<file path="config.mk">
export PLATFORM = sky130hd
export DESIGN_NAME = lockstep_fault_ctrl_flat
export DESIGN_NICKNAME = d
export VERILOG_FILES = /design/src/rtl/lockstep_fault_ctrl_if.sv /design/src/rtl/lockstep_fault_ctrl.sv /design/src/flat_wrapper.sv
export SDC_FILE = /design/constraint.sdc
export NUM_CORES = 1
export LEC_CHECK = 0
export BUFFER_PORTS_ARGS = -buffer_cell sky130_fd_sc_hd__buf_2
export CAP_MARGIN = 40
export CORE_ASPECT_RATIO = 1.4
export CORE_MARGIN = 2
export CORE_UTILIZATION = 64
export DETAILED_ROUTE_END_ITERATION = 10
export PLACE_DENSITY = 0.87
export SLEW_MARGIN = 30
export SYNTH_ARGS = -nofsm -noshare
export SYNTH_HDL_FRONTEND = slang
export SYNTH_SLANG_ARGS = --single-unit
</file>
<file path="constraint.sdc">
create_clock -name clk -period 5.2 [get_ports clk]
set_clock_uncertainty 0.15 [all_clocks]
set_input_delay 0.26 -clock clk [delete_from_list [all_inputs] [get_ports clk]]
set_output_delay 0.26 -clock clk [all_outputs]
set_load 0.01 [all_outputs]
</file>
<file path="src/rtl/lockstep_fault_ctrl_if.sv">
// Signal bundle between the lockstep comparator/software side and the fault controller.
// The controller connects through the slave modport; the driving environment uses master.
interface lockstep_fault_ctrl_if;
    logic        mismatch_in;
    logic        clear_fault;
    logic        core_reset_req;
    logic        fault_fatal;
    logic        busy;
    logic [2:0]  state_out;
    logic [3:0]  retry_count;
    logic [15:0] err_count;

    modport master (
        output mismatch_in, clear_fault,
        input  core_reset_req, fault_fatal, busy, state_out, retry_count, err_count
    );

    modport slave (
        input  mismatch_in, clear_fault,
        output core_reset_req, fault_fatal, busy, state_out, retry_count, err_count
    );
endinterface

</file>
<file path="src/rtl/lockstep_fault_ctrl.sv">
// Lockstep fault controller: on a core mismatch it pulses a core reset, blanks the comparator
// while the cores settle, and escalates to a latched fatal state after too many retries.
module lockstep_fault_ctrl #(
    parameter int MAX_RETRY      = 2,
    parameter int RECOVER_CYCLES = 4,
    parameter int SETTLE_CYCLES  = 3,
    parameter int CLEAN_WINDOW   = 16
) (
    input  logic                  clk,
    input  logic                  reset,
    lockstep_fault_ctrl_if.slave  bus
);
    localparam logic [2:0] ST_RUN     = 3'd0;
    localparam logic [2:0] ST_DETECT  = 3'd1;
    localparam logic [2:0] ST_RECOVER = 3'd2;
    localparam logic [2:0] ST_SETTLE  = 3'd3;
    localparam logic [2:0] ST_FATAL   = 3'd4;

    localparam logic [3:0]  RETRY_LIMIT  = 4'(MAX_RETRY);
    localparam logic [15:0] RECOVER_LAST = 16'(RECOVER_CYCLES - 1);
    localparam logic [15:0] SETTLE_LAST  = 16'(SETTLE_CYCLES - 1);
    localparam logic [15:0] CLEAN_LAST   = 16'(CLEAN_WINDOW - 1);

    logic [2:0]  state_q, state_d;
    logic [3:0]  retry_q, retry_d;
    logic [15:0] err_q, err_d;
    logic [15:0] clean_q, clean_d;
    logic [15:0] cyc_q, cyc_d;
    logic        core_reset_q;
    logic        fatal_q;
    logic        busy_q;

    // Phase counters use terminal-count compares so they never rely on wrapping.
    always_comb begin
        state_d = state_q;
        retry_d = retry_q;
        err_d   = err_q;
        clean_d = clean_q;
        cyc_d   = cyc_q;
        case (state_q)
            ST_RUN: begin
                if (bus.mismatch_in) begin
                    state_d = ST_DETECT;
                    clean_d = '0;
                    if (err_q != 16'hFFFF) err_d = err_q + 16'd1;
                end else if (clean_q == CLEAN_LAST) begin
                    clean_d = '0;
                    retry_d = '0;
                end else begin
                    clean_d = clean_q + 16'd1;
                end
            end
            ST_DETECT: begin
                cyc_d = '0;
                if (retry_q == RETRY_LIMIT) begin
                    state_d = ST_FATAL;
                end else begin
                    retry_d = retry_q + 4'd1;
                    state_d = ST_RECOVER;
                end
            end
            ST_RECOVER: begin
                if (cyc_q == RECOVER_LAST) begin
                    cyc_d   = '0;
                    state_d = ST_SETTLE;
                end else begin
                    cyc_d = cyc_q + 16'd1;
                end
            end
            ST_SETTLE: begin
                if (cyc_q == SETTLE_LAST) begin
                    cyc_d   = '0;
                    state_d = ST_RUN;
                end else begin
                    cyc_d = cyc_q + 16'd1;
                end
            end
            ST_FATAL: begin
                if (bus.clear_fault) begin
                    state_d = ST_RUN;
                    retry_d = '0;
                    clean_d = '0;
                end
            end
            default: begin
                state_d = ST_FATAL;
                cyc_d   = '0;
            end
        endcase
    end

    // Status outputs are registered from the next state so they line up with state_out.
    always_ff @(posedge clk or negedge reset) begin
        if (!reset) begin
            state_q      <= ST_RUN;
            retry_q      <= '0;
            err_q        <= '0;
            clean_q      <= '0;
            cyc_q        <= '0;
            core_reset_q <= 1'b0;
            fatal_q      <= 1'b0;
            busy_q       <= 1'b0;
        end else begin
            state_q      <= state_d;
            retry_q      <= retry_d;
            err_q        <= err_d;
            clean_q      <= clean_d;
            cyc_q        <= cyc_d;
            core_reset_q <= (state_d == ST_RECOVER) || (state_d == ST_FATAL);
            fatal_q      <= (state_d == ST_FATAL);
            busy_q       <= (state_d != ST_RUN);
        end
    end

    assign bus.core_reset_req = core_reset_q;
    assign bus.fault_fatal    = fatal_q;
    assign bus.busy           = busy_q;
    assign bus.state_out      = state_q;
    assign bus.retry_count    = retry_q;
    assign bus.err_count      = err_q;
endmodule

</file>
<file path="src/flat_wrapper.sv">
// flat-port wrapper written by rule: the top's interface ports become plain ports
module lockstep_fault_ctrl_flat 
#(
    parameter int MAX_RETRY      = 2,
    parameter int RECOVER_CYCLES = 4,
    parameter int SETTLE_CYCLES  = 3,
    parameter int CLEAN_WINDOW   = 16
)
  (clk, reset, bus_mismatch_in, bus_clear_fault, bus_core_reset_req, bus_fault_fatal, bus_busy, bus_state_out, bus_retry_count, bus_err_count);
  lockstep_fault_ctrl_if bus_i ();
  input  logic clk;
  input  logic reset;
  input wire logic [$bits(bus_i.mismatch_in)-1:0] bus_mismatch_in;
  input wire logic [$bits(bus_i.clear_fault)-1:0] bus_clear_fault;
  output wire logic [$bits(bus_i.core_reset_req)-1:0] bus_core_reset_req;
  output wire logic [$bits(bus_i.fault_fatal)-1:0] bus_fault_fatal;
  output wire logic [$bits(bus_i.busy)-1:0] bus_busy;
  output wire logic [$bits(bus_i.state_out)-1:0] bus_state_out;
  output wire logic [$bits(bus_i.retry_count)-1:0] bus_retry_count;
  output wire logic [$bits(bus_i.err_count)-1:0] bus_err_count;
  assign bus_i.mismatch_in = bus_mismatch_in;
  assign bus_i.clear_fault = bus_clear_fault;
  assign bus_core_reset_req = bus_i.core_reset_req;
  assign bus_fault_fatal = bus_i.fault_fatal;
  assign bus_busy = bus_i.busy;
  assign bus_state_out = bus_i.state_out;
  assign bus_retry_count = bus_i.retry_count;
  assign bus_err_count = bus_i.err_count;
  lockstep_fault_ctrl #(.MAX_RETRY(MAX_RETRY), .RECOVER_CYCLES(RECOVER_CYCLES), .SETTLE_CYCLES(SETTLE_CYCLES), .CLEAN_WINDOW(CLEAN_WINDOW)) u_core (.clk(clk), .reset(reset), .bus(bus_i));
endmodule
</file>
==> qor.yml <==
route:
  drtPass1Iterations: 4
  wl_per_cell_um: 17.5
  drtIter0Drc: 198
  vias_per_cell: 6.53
  wirelength_um: 7880
  vias: 2938
  remaining_drc_errors: 0
  drtAntennaViolNets: 0
die:
  rows: 31
  die_y_um: 89.1
  core_mm2: 0.00508
  die_x_um: 64.8
  dieArea_mm2: 0.00577
  pin_count: 30
  initial_core_util_pct: 65.2
logic_synthesis:
  synth_flop_cell: "dfrtp_1"
  yosysSeqAreaShare_pct: 43.8
  synth-edff-count: 0
  ys_types: 59
  synth_fp_nets: 364
  async_reset_ff_share_pct: 100
  synth.cell_area_mm2: 0.00331
  syn_area_per_cell_um2: 9.35
  synth-seq-cells: 58
  yosysWarnings: 0
  syn_inst: 354
timing:
  finalSetupViolCount: 0
  setup_tns_ps: 0
  drv_slew: 0
  fin_crit_sh_pct: 48.4
  rsz0062_at_grt: "no"
  fmax_mhz: 398
  period_needed_ps: 2510
  relSlewSlack_pct: 46.3
  finalHoldViolations: 0
  worst_pin_slew_ps: 803
clocking:
  cts_buffers: 9
  htree_levels: 3
  clock_latency_ps: 350
  clk_path_buf_depth: 2
  clk_pin_slew_worst_paths_ps: 80
  ctsResizeCount: 0
  cts.sinks: 58
  cts_root_buffer: "clkbuf_8"
  cts_tree: "done"
global_route:
  grtUsageTotal_pct: 29.1
  grt_pass1_wl_um: 12900
  grt_pass1_vias: 2774
  grt_max_degree: 59
  grt_antenna_before_repair: 0
  grt-ovfl-total: 0
worst_setup_path:
  regToRegSetupSlack_ps: 2690
  crit_type: "reg2reg"
  critPathMaxStageDelay_ps: 680
  crit_fanout: 28
  end_kind: "flop"
  crit_chain: "or4_4 -> a41oi_4 -> o21ai_0 -> a31oi_1"
  critPathLaunchType: "flop"
  worst_ep_required_time_ps: 5310
  cp_num_buf_inv: 0
  cp_data_arrival_time_ps: 2620
  crit_slowest_cell: "a41oi_4"
  path_delay_family: "compound AO/OA/AOI/OAI gates"
cells_and_area:
  multi_input_area_mm2: 0.00173
  antenna_cells: 0
  nNetsFinal: 389
  finalNonFillerCells: 450
  syn2layout_area_growth_pct: 11.6
  seq_area_mm2: 0.00145
  fin_area_mm2: 0.00370
  layout-drive-gt1-share_pct: 16.4
  fillerInstances: 391
power:
  power_density_mw_per_mm2: 444
  ir_drop_mv: 0.342
  leakagePower_nw: 1.68
  power_mw: 1.64
place:
  port_buffers: 29
  dp_hpwl_um: 5320
  placedCellCount: 433
  place.gp.congestion: 0.861
  dpl-instance-area_mm2: 0.00346
worst_hold_path:
  hold_class: "in2reg"
flow_run:
  maxCapViolations: 0
run_status:
  status: "completed"
## Yosys cell counts, types with 4 or more instances
master    number  area (um2)
o21ai_0       19        95.1
xnor2_1        5        43.8
a211o_1        5        43.8
nand3_1       18        90.1
inv_1          9        33.8
a41oi_1        4        35.0
and3_1        13        81.3
nand2_1       46         173
nor4_1        13        81.3
nor2_1        13        48.8
xor2_1         9        78.8
and4_1         5        43.8
nand2b_1       6        37.5
nand4_1       19         119
o211ai_1       4        30.0
a31oi_1       12        75.1
a21oi_1        7        35.0
clkbuf_1      10        37.5
ha_1           6        75.1
buf_2          4        20.0
dfrtp_1       58        1450
nor3_1        12        60.1
## cells by family (layout without fill, tap and decap cells)
group | count (synthesis) | in the layout | synth area share (%)
and+or+nand+nor | 171 | 171 | 29.2
AOI/OAI and AO/OA | 72 | 72 | 15.3
DFF | 58 | 58 | 43.8
buffers and inverters | 28 | 58 | 4.04
xor gates and xnor gates | 14 | 14 | 3.70
adders and majority gates | 6 | 6 | 2.27
muxes | 5 | 5 | 1.63
## placed cells by master, fill, tap and decap left out, drive strengths merged, types with 9 or more instances in the layout
cell type   n
nor3       12
inv        10
nor2       14
and3       13
clkbuf      9
o21ai      21
buf        32
nand2      46
nor4       16
nand3      18
dfrtp      58
a31oi      12
xor2        9
nand4      19
## report_power, final
part           switching (mW)  total, mW  internal, mW
Combinational           0.325      0.515         0.190
Clock                   0.199      0.472         0.273
Sequential              0.126      0.655         0.529
Total                   0.650       1.64         0.991
## sequential cells by signal (all words and copies together) (netlist names)
name	cells
u_core.bus.busy	1
u_core.bus.core_reset_req	1
u_core.bus.err_count	16
u_core.bus.fault_fatal	1
u_core.bus.retry_count	4
u_core.bus.state_out	3
u_core.clean_q	16
u_core.cyc_q	16
## routing by layer
layer / up-vias / GRT usage (%) / routed length [um]
li1: 1380 / - / -
met1: 1463 / 32.0 / 3120
met2: 81 / 54.3 / 4330
met3: 14 / 6.42 / 296
met4: 0 / 11.8 / 136
met5: - / 0 / 0
## area by class of cell
type / count / share of cell area [%]
clock buffer: 9 / 3.35
clock inverter: 7 / 2.74
inverter: 9 / 0.914
multi-input combinational: 268 / 46.8
sequential: 58 / 39.3
tap: 66 / 2.23
timing repair buffer: 33 / 4.74
## final timing paths
kind / end / from / cells after the start
worst max-delay path: u_core.clean_q[9] / u_core.bus.state_out[0] / 4
worst min-delay path: u_core.bus.state_out[2] / bus_clear_fault / 4
worst max register to register: u_core.clean_q[9] / u_core.bus.state_out[0] / 4
worst min register to register: u_core.bus.err_count[7] / u_core.bus.err_count[7] / 1
max in group asynchronous: u_core.cyc_q[11] / reset / 3
min in group asynchronous: u_core.bus.retry_count[0] / reset / 3
## per-stage QoR
| stage | setup slack [ps] | util, % | hold WS, ps |
|---|---|---|---|
| 5_1_grt | 2530 | 72.7 | 130 |
| 3_5_place_dp | 2750 | 68.1 | 304 |
| 4_1_cts | 2720 | 72.7 | 91.4 |
| 6_report | 2690 | 72.7 | 106 |
| 3_3_place_gp | 2710 | 67.8 | 289 |
| 2_1_floorplan | 3270 | - | -186 |
## worst reg2reg max path: cells and delay by family, from the launching register on
kind             cells  cell delay [ps]
AO/OA/AOI/OAI        3             1110
flip-flops           1              530
AND/OR/NAND/NOR      1              630
## repair_timing
| action | in CTS | in global routing |
|---|---|---|
| hold endpoints to repair | 58 | 0 |
| setup buffers | 0 | 0 |
| hold buffers | 1 | 0 |
| setup endpoints to repair | 0 | 0 |
No activity file was read; power rests on OpenSTA's default activity.
